$ cat config.mk
export PLATFORM = sky130hd
export DESIGN_NAME = order_tx_framer_flat
export DESIGN_NICKNAME = d
export VERILOG_FILES = /design/src/rtl/order_tx_framer_if.sv /design/src/rtl/order_tx_framer.sv /design/src/flat_wrapper.sv
export SDC_FILE = /design/constraint.sdc
export NUM_CORES = 1
export LEC_CHECK = 0
export ABC_AREA = 1
export CAP_MARGIN = 20
export CORE_MARGIN = 2
export CORE_UTILIZATION = 45
export CTS_CLUSTER_SIZE = 25
export DETAILED_ROUTE_END_ITERATION = 6
export PLACE_DENSITY = 0.83
export RECOVER_POWER = 25
export SKIP_LAST_GASP = 1
export SLEW_MARGIN = 10
export SYNTH_ARGS = -nofsm -noshare
export SYNTH_HDL_FRONTEND = slang
export SYNTH_SLANG_ARGS = --single-unit
export TNS_END_PERCENT = 1
$ cat constraint.sdc
create_clock -name clk -period 3.5 [get_ports clk]
set_input_delay 0.7 -clock clk [delete_from_list [all_inputs] [get_ports clk]]
set_output_delay 0.7 -clock clk [all_outputs]
set_load 0.05 [all_outputs]
$ cat src/rtl/order_tx_framer_if.sv
// order_tx_framer_if: record-in and byte-out valid/ready links.
// master drives records and tx_ready; slave is the framer.
interface order_tx_framer_if;
   logic [7:0]  in_type;
   logic [31:0] in_data;
   logic        in_valid;
   logic        in_ready;
   logic [7:0]  tx_byte;
   logic        tx_valid;
   logic        tx_ready;

   modport master (
      output in_type,
      output in_data,
      output in_valid,
      input  in_ready,
      input  tx_byte,
      input  tx_valid,
      output tx_ready
   );

   modport slave (
      input  in_type,
      input  in_data,
      input  in_valid,
      output in_ready,
      output tx_byte,
      output tx_valid,
      input  tx_ready
   );
endinterface

$ cat src/rtl/order_tx_framer.sv
// order_tx_framer: frames decision records as SOF,type,data[31:0]
// MSB-first,[lat16],xor-csum onto a byte valid/ready link.
// Ports: clk, rst (async, active-high); link (slave: in_type,
// in_data, in_valid, in_ready, tx_byte, tx_valid, tx_ready);
// cycle_cnt, t_ingress (latency tag only); busy; frames_sent.
// Option: LATENCY_TAG_EN adds two saturated latency bytes.
module order_tx_framer #(
   parameter logic [7:0] SOF_BYTE = 8'hA5,
   parameter int         CNT_W    = 16
) (
   input  logic             clk,
   input  logic             rst,
   order_tx_framer_if.slave link,
   input  logic [31:0]      cycle_cnt,
   input  logic [31:0]      t_ingress,
   output logic             busy,
   output logic [CNT_W-1:0] frames_sent
);

   typedef enum logic [2:0] {
      S_IDLE,
      S_SOF,
      S_TYPE,
      S_DATA,
      S_LAT,
      S_CSUM
   } state_t;

   state_t state_q, state_d;

   logic [1:0]       idx_q, idx_d;
   logic [7:0]       type_q, type_d;
   logic [31:0]      data_q, data_d;
   logic [7:0]       csum_q, csum_d;
   logic [7:0]       tx_byte_q, tx_byte_d;
   logic             tx_valid_q, tx_valid_d;
   logic [CNT_W-1:0] frames_q, frames_d;

   logic hs;
   logic accept;
   logic in_ready;

`ifdef LATENCY_TAG_EN
   logic [15:0] lat_q, lat_d;
   logic [31:0] lat32;
   logic [15:0] lat16;

   // Unsigned subtraction wraps naturally, so a counter
   // rollover between ingress and accept still measures right.
   assign lat32 = cycle_cnt - t_ingress;
   assign lat16 = (lat32 > 32'h0000_FFFF) ? 16'hFFFF
                                          : lat32[15:0];
`else
   logic unused_lat;
   assign unused_lat = ^{cycle_cnt, t_ingress};
`endif

   // in_ready depends only on state so upstream never sees
   // a combinational path from in_valid back to in_ready.
   assign in_ready = (state_q == S_IDLE) && !rst;
   assign hs       = tx_valid_q && link.tx_ready;
   assign accept   = link.in_valid && in_ready;

   assign link.in_ready = in_ready;
   assign link.tx_byte  = tx_byte_q;
   assign link.tx_valid = tx_valid_q;
   assign busy          = (state_q != S_IDLE);
   assign frames_sent   = frames_q;

   always_comb begin
      state_d    = state_q;
      idx_d      = idx_q;
      type_d     = type_q;
      data_d     = data_q;
      csum_d     = csum_q;
      tx_byte_d  = tx_byte_q;
      tx_valid_d = tx_valid_q;
      frames_d   = frames_q;
`ifdef LATENCY_TAG_EN
      lat_d      = lat_q;
`endif

      // tx_byte_d is always the byte of the state being
      // entered, so the output register leads the state.
      unique case (state_q)
         S_IDLE: begin
            if (accept) begin
               type_d     = link.in_type;
               data_d     = link.in_data;
               csum_d     = 8'h00;
`ifdef LATENCY_TAG_EN
               lat_d      = lat16;
`endif
               state_d    = S_SOF;
               tx_byte_d  = SOF_BYTE;
               tx_valid_d = 1'b1;
            end
         end

         S_SOF: begin
            if (hs) begin
               state_d   = S_TYPE;
               tx_byte_d = type_q;
            end
         end

         S_TYPE: begin
            if (hs) begin
               csum_d    = csum_q ^ tx_byte_q;
               state_d   = S_DATA;
               idx_d     = 2'd3;
               tx_byte_d = data_q[31:24];
            end
         end

         S_DATA: begin
            if (hs) begin
               csum_d = csum_q ^ tx_byte_q;
               if (idx_q == 2'd0) begin
`ifdef LATENCY_TAG_EN
                  state_d   = S_LAT;
                  idx_d     = 2'd1;
                  tx_byte_d = lat_q[15:8];
`else
                  state_d   = S_CSUM;
                  tx_byte_d = csum_d;
`endif
               end else begin
                  idx_d     = idx_q - 2'd1;
                  tx_byte_d = data_q[{idx_d, 3'b000} +: 8];
               end
            end
         end

`ifdef LATENCY_TAG_EN
         S_LAT: begin
            if (hs) begin
               csum_d = csum_q ^ tx_byte_q;
               if (idx_q == 2'd0) begin
                  state_d   = S_CSUM;
                  tx_byte_d = csum_d;
               end else begin
                  idx_d     = 2'd0;
                  tx_byte_d = lat_q[7:0];
               end
            end
         end
`endif

         S_CSUM: begin
            if (hs) begin
               state_d    = S_IDLE;
               tx_valid_d = 1'b0;
               frames_d   = frames_q + CNT_W'(1);
            end
         end

         default: begin
            state_d    = S_IDLE;
            tx_valid_d = 1'b0;
         end
      endcase
   end

   always_ff @(posedge clk or posedge rst) begin
      if (rst) begin
         state_q    <= S_IDLE;
         idx_q      <= 2'd0;
         type_q     <= 8'h00;
         data_q     <= 32'h0;
         csum_q     <= 8'h00;
         tx_byte_q  <= 8'h00;
         tx_valid_q <= 1'b0;
         frames_q   <= '0;
`ifdef LATENCY_TAG_EN
         lat_q      <= 16'h0;
`endif
      end else begin
         state_q    <= state_d;
         idx_q      <= idx_d;
         type_q     <= type_d;
         data_q     <= data_d;
         csum_q     <= csum_d;
         tx_byte_q  <= tx_byte_d;
         tx_valid_q <= tx_valid_d;
         frames_q   <= frames_d;
`ifdef LATENCY_TAG_EN
         lat_q      <= lat_d;
`endif
      end
   end

endmodule

$ cat src/flat_wrapper.sv
// flat-port wrapper written by rule: the top's interface ports become plain ports
module order_tx_framer_flat 
#(
   parameter logic [7:0] SOF_BYTE = 8'hA5,
   parameter int         CNT_W    = 16
)
  (clk, rst, cycle_cnt, t_ingress, busy, frames_sent, link_in_type, link_in_data, link_in_valid, link_in_ready, link_tx_byte, link_tx_valid, link_tx_ready);
  order_tx_framer_if link_i ();
  input  logic clk;
  input  logic rst;
  input  logic [31:0] cycle_cnt;
  input  logic [31:0] t_ingress;
  output logic busy;
  output logic [CNT_W-1:0] frames_sent;
  input wire logic [$bits(link_i.in_type)-1:0] link_in_type;
  input wire logic [$bits(link_i.in_data)-1:0] link_in_data;
  input wire logic [$bits(link_i.in_valid)-1:0] link_in_valid;
  output wire logic [$bits(link_i.in_ready)-1:0] link_in_ready;
  output wire logic [$bits(link_i.tx_byte)-1:0] link_tx_byte;
  output wire logic [$bits(link_i.tx_valid)-1:0] link_tx_valid;
  input wire logic [$bits(link_i.tx_ready)-1:0] link_tx_ready;
  assign link_i.in_type = link_in_type;
  assign link_i.in_data = link_in_data;
  assign link_i.in_valid = link_in_valid;
  assign link_in_ready = link_i.in_ready;
  assign link_tx_byte = link_i.tx_byte;
  assign link_tx_valid = link_i.tx_valid;
  assign link_i.tx_ready = link_tx_ready;
  order_tx_framer #(.SOF_BYTE(SOF_BYTE), .CNT_W(CNT_W)) u_core (.clk(clk), .rst(rst), .link(link_i), .cycle_cnt(cycle_cnt), .t_ingress(t_ingress), .busy(busy), .frames_sent(frames_sent));
endmodule
==> flow_metrics.env <==
export IMPL_status="complete, but fails checks"
export IMPL_violations="capacitance limit, slew limit"
export IMPL_fillers=812
export IMPL_path_clk_slew_ns=0.09
export IMPL_fin_tns_setup_ns=0
export IMPL_syn_inst=558
export IMPL_synthSimpleGateAreaFrac_pct=29.75
export IMPL_clock_root_buffer="clkbuf_8"
export IMPL_worstPathArrival_ns=2.26
export IMPL_final_cells=742
export IMPL_cp_end_kind="output pin"
export IMPL_first_iter_violations=234
export IMPL_power_density_nw_per_um2=805.4
export IMPL_cts_max_level=3
export IMPL_hold_buffers=0
export IMPL_clkSinkCount=78
export IMPL_r2r_setup_slack_ns=1.10
export IMPL_synth_area_mux_share_pct=0
export IMPL_ios=135
export IMPL_grt_max_degree=79
export IMPL_fmax_mhz=337.3
export IMPL_layout_worst_path_cycle_share_pct=84.71
export IMPL_drtAntennaViolNets=0
export IMPL_share_comb_of_total_power_pct=46.7
export IMPL_p_sw_uw=1791
export IMPL_wl_mm=9.476
export IMPL_layout_common_cells="205 x nand2_1, 86 x inv_1, 78 x dfrtp_1"
export IMPL_p_leak_uw=0.002469
export IMPL_die_x_um=99.16
export IMPL_dr_pass1_iters=6
export IMPL_final_common_cell="nand2_1"
export IMPL_path_class="in -> out"
export IMPL_hold_violations=0
export IMPL_fin_crit_ns=2.965
export IMPL_grt_pass1_wl_mm=16.43
export IMPL_required_ns=2.80
export IMPL_insertedDiodeCount=0
export IMPL_num_vias=3801
export IMPL_cts_tree="done"
export IMPL_grt_pass1_vias=3621
export IMPL_grt_antenna_before_repair=0
export IMPL_area_growth_pct=23.83
export IMPL_worstMarginPinSlew_ns=1.931
export IMPL_synthXorXnorAreaFrac_pct=2.579
export IMPL_post_cts_buffers=0
export IMPL_synth_seq_cells=78
export IMPL_layout_drive_gt1_share_pct=4.416
export IMPL_yosysSeqAreaShare_pct=47.90
export IMPL_hold_class="reg -> reg"
export IMPL_synth_compound_area_share_pct=8.321
export IMPL_grt_ovfl_total=0
export IMPL_setup_viol=0
export IMPL_clockBufferDepth=2
export IMPL_insertion_delay_ns=0.36
export IMPL_synth_warnings=0
export IMPL_core_um2=8763
export IMPL_grt_total_usage_pct=20.47
export IMPL_cp_start_kind="input pin"
export IMPL_crit_fanout=3
export IMPL_utilization_pct=57.58
export IMPL_post_drt_wl_per_cell_um=12.77
export IMPL_synthAdderAreaFrac_pct=0.6141
export IMPL_drv_slew=79
export IMPL_final_nets=739
export IMPL_rsz0062_at_grt="no"
export IMPL_netSwitchingFraction_pct=44.06
export IMPL_initial_core_util_pct=46.50
export IMPL_cts_made_buffers=9
export IMPL_synthesis_nets=668
export IMPL_vdd_drop_max_mv=0.4773
export IMPL_seq_power_share_pct=34.9
export IMPL_power_uw=4064
export IMPL_clockPowerShare_pct=18.4
export IMPL_max_slew_margin_pct=-28.70
export IMPL_cts_resized=0
export IMPL_dp_hpwl_mm=6.846
export IMPL_io_buffers=70
export IMPL_place_inst=726
export IMPL_syn_area_um2=4075
export IMPL_drt_drc_violations_left=0
export IMPL_synth_distinct_cells=24
export IMPL_finalWeightedCongestion=0.9094
export IMPL_fp_row_count=34
export IMPL_synth_area_per_cell_um2=7.303
export IMPL_skew_ns=0.01177
export IMPL_die_area_um2=9833
export IMPL_die_h_um=99.16
export IMPL_p_int_uw=2273
export IMPL_synth_top_family_by_area="simple AND/OR/NAND/NOR gates"
export IMPL_cap_viol_max_count=1
export IMPL_vias_per_cell=5.123
[critical path, stage by stage]
cell and delay [ns]:
dlygate4sd3_1 0.61, nor2_4 0.14, clkdlybuf4s50_1 0.81
[metrics by stage]
stage / area, um2 / worst slack, ns / hold WS [ns]
CTS: 5056 / 0.6264 / 0.4918
finish: 5046 / 0.5350 / 0.4903
floorplan: 4075 / 0.2857 / 0.4492
detailed placement: 4841 / 0.6338 / 0.4718
global placement: 4841 / 0.6534 / 0.4672
global route: 5046 / 0.3631 / 0.5273
[routing by layer]
metal | vias up | global-route usage, % | part of all wire, %
met3 | 27 | 4.076 | 6.7
met4 | 0 | 8.535 | 2.6
met5 | - | 0 | 0
li1 | 1855 | - | -
met2 | 151 | 33.26 | 46
met1 | 1768 | 26.93 | 44
[cells in the mapped netlist]
| master | count | area, um2 |
|---|---|---|
| a21oi_1 | 2 | 10.01 |
| buf_2 | 8 | 40.04 |
| buf_6 | 5 | 56.30 |
| clkbuf_1 | 1 | 3.750 |
| clkinv_1 | 2 | 7.510 |
| dfrtp_1 | 78 | 1952 |
| ha_1 | 2 | 25.02 |
| inv_1 | 85 | 319.1 |
| inv_2 | 4 | 15.01 |
| nand2_1 | 205 | 769.5 |
| nand2_2 | 4 | 25.02 |
| nand3_1 | 38 | 190.2 |
| nand4_1 | 3 | 18.77 |
| nor2_1 | 33 | 123.9 |
| nor2_2 | 1 | 6.260 |
| nor2_4 | 3 | 33.78 |
| nor3_1 | 7 | 35.03 |
| nor3_2 | 1 | 10.01 |
| o211ai_1 | 1 | 7.510 |
| o21ai_0 | 38 | 190.2 |
| o21ai_1 | 20 | 100.1 |
| o22ai_1 | 5 | 31.28 |
| xnor2_1 | 7 | 61.31 |
| xor2_1 | 5 | 43.79 |
[power groups by stage]
stage	Clock (uW)	Combinational [uW]	Sequential, uW
after floorplan	0	1250	1530
after global placement	0	1820	1410
after detailed placement	0	1870	1430
after CTS	757	1890	1410
after global routing	791	2150	1460
final	748	1900	1420
[registers in the layout, indices dropped and copies added (netlist names)]
| register | flops |
|---|---|
| u_core.state_q | 3 |
| u_core.frames_sent | 16 |
| u_core.type_q | 8 |
| u_core.csum_q | 8 |
| u_core.data_q | 32 |
| u_core.link.tx_byte | 8 |
| u_core.link.tx_valid | 1 |
| u_core.idx_q | 2 |
[final cells by class]
type	instances	area [um2]	area share, %
Clock buffer	12	145.1	2.876
Clock inverter	4	70.07	1.389
Inverter	91	341.6	6.769
Multi-Input combinational cell	375	1674	33.18
Sequential cell	78	1952	38.68
Tap cell	108	135.1	2.678
Timing Repair Buffer	74	728.2	14.43
[worst paths after layout]
kind / startpoint / to / cells past startpoint
worst min register to register: u_core.type_q[0] / u_core.type_q[0] / 2
worst max-delay path: rst / link_in_ready / 3
min in group asynchronous: rst / u_core.link.tx_valid / 3
max in group asynchronous: rst / u_core.frames_sent[8] / 3
worst min-delay path: u_core.type_q[0] / u_core.type_q[0] / 2
worst max register to register: u_core.idx_q[0] / u_core.link.tx_byte[2] / 9
[cell families (layout without fill, tap and decap cells)]
logic type               after synthesis  in the layout
adder cells (fa/ha/maj)                2              2
AND/OR/NAND/NOR                      295            295
XOR/XNOR                              12             12
buffers and inverters                105            181
AO/OA/AOI/OAI                         66             66
flip-flops                            78             78
Note: power is estimated with default switching activity, not from simulation.
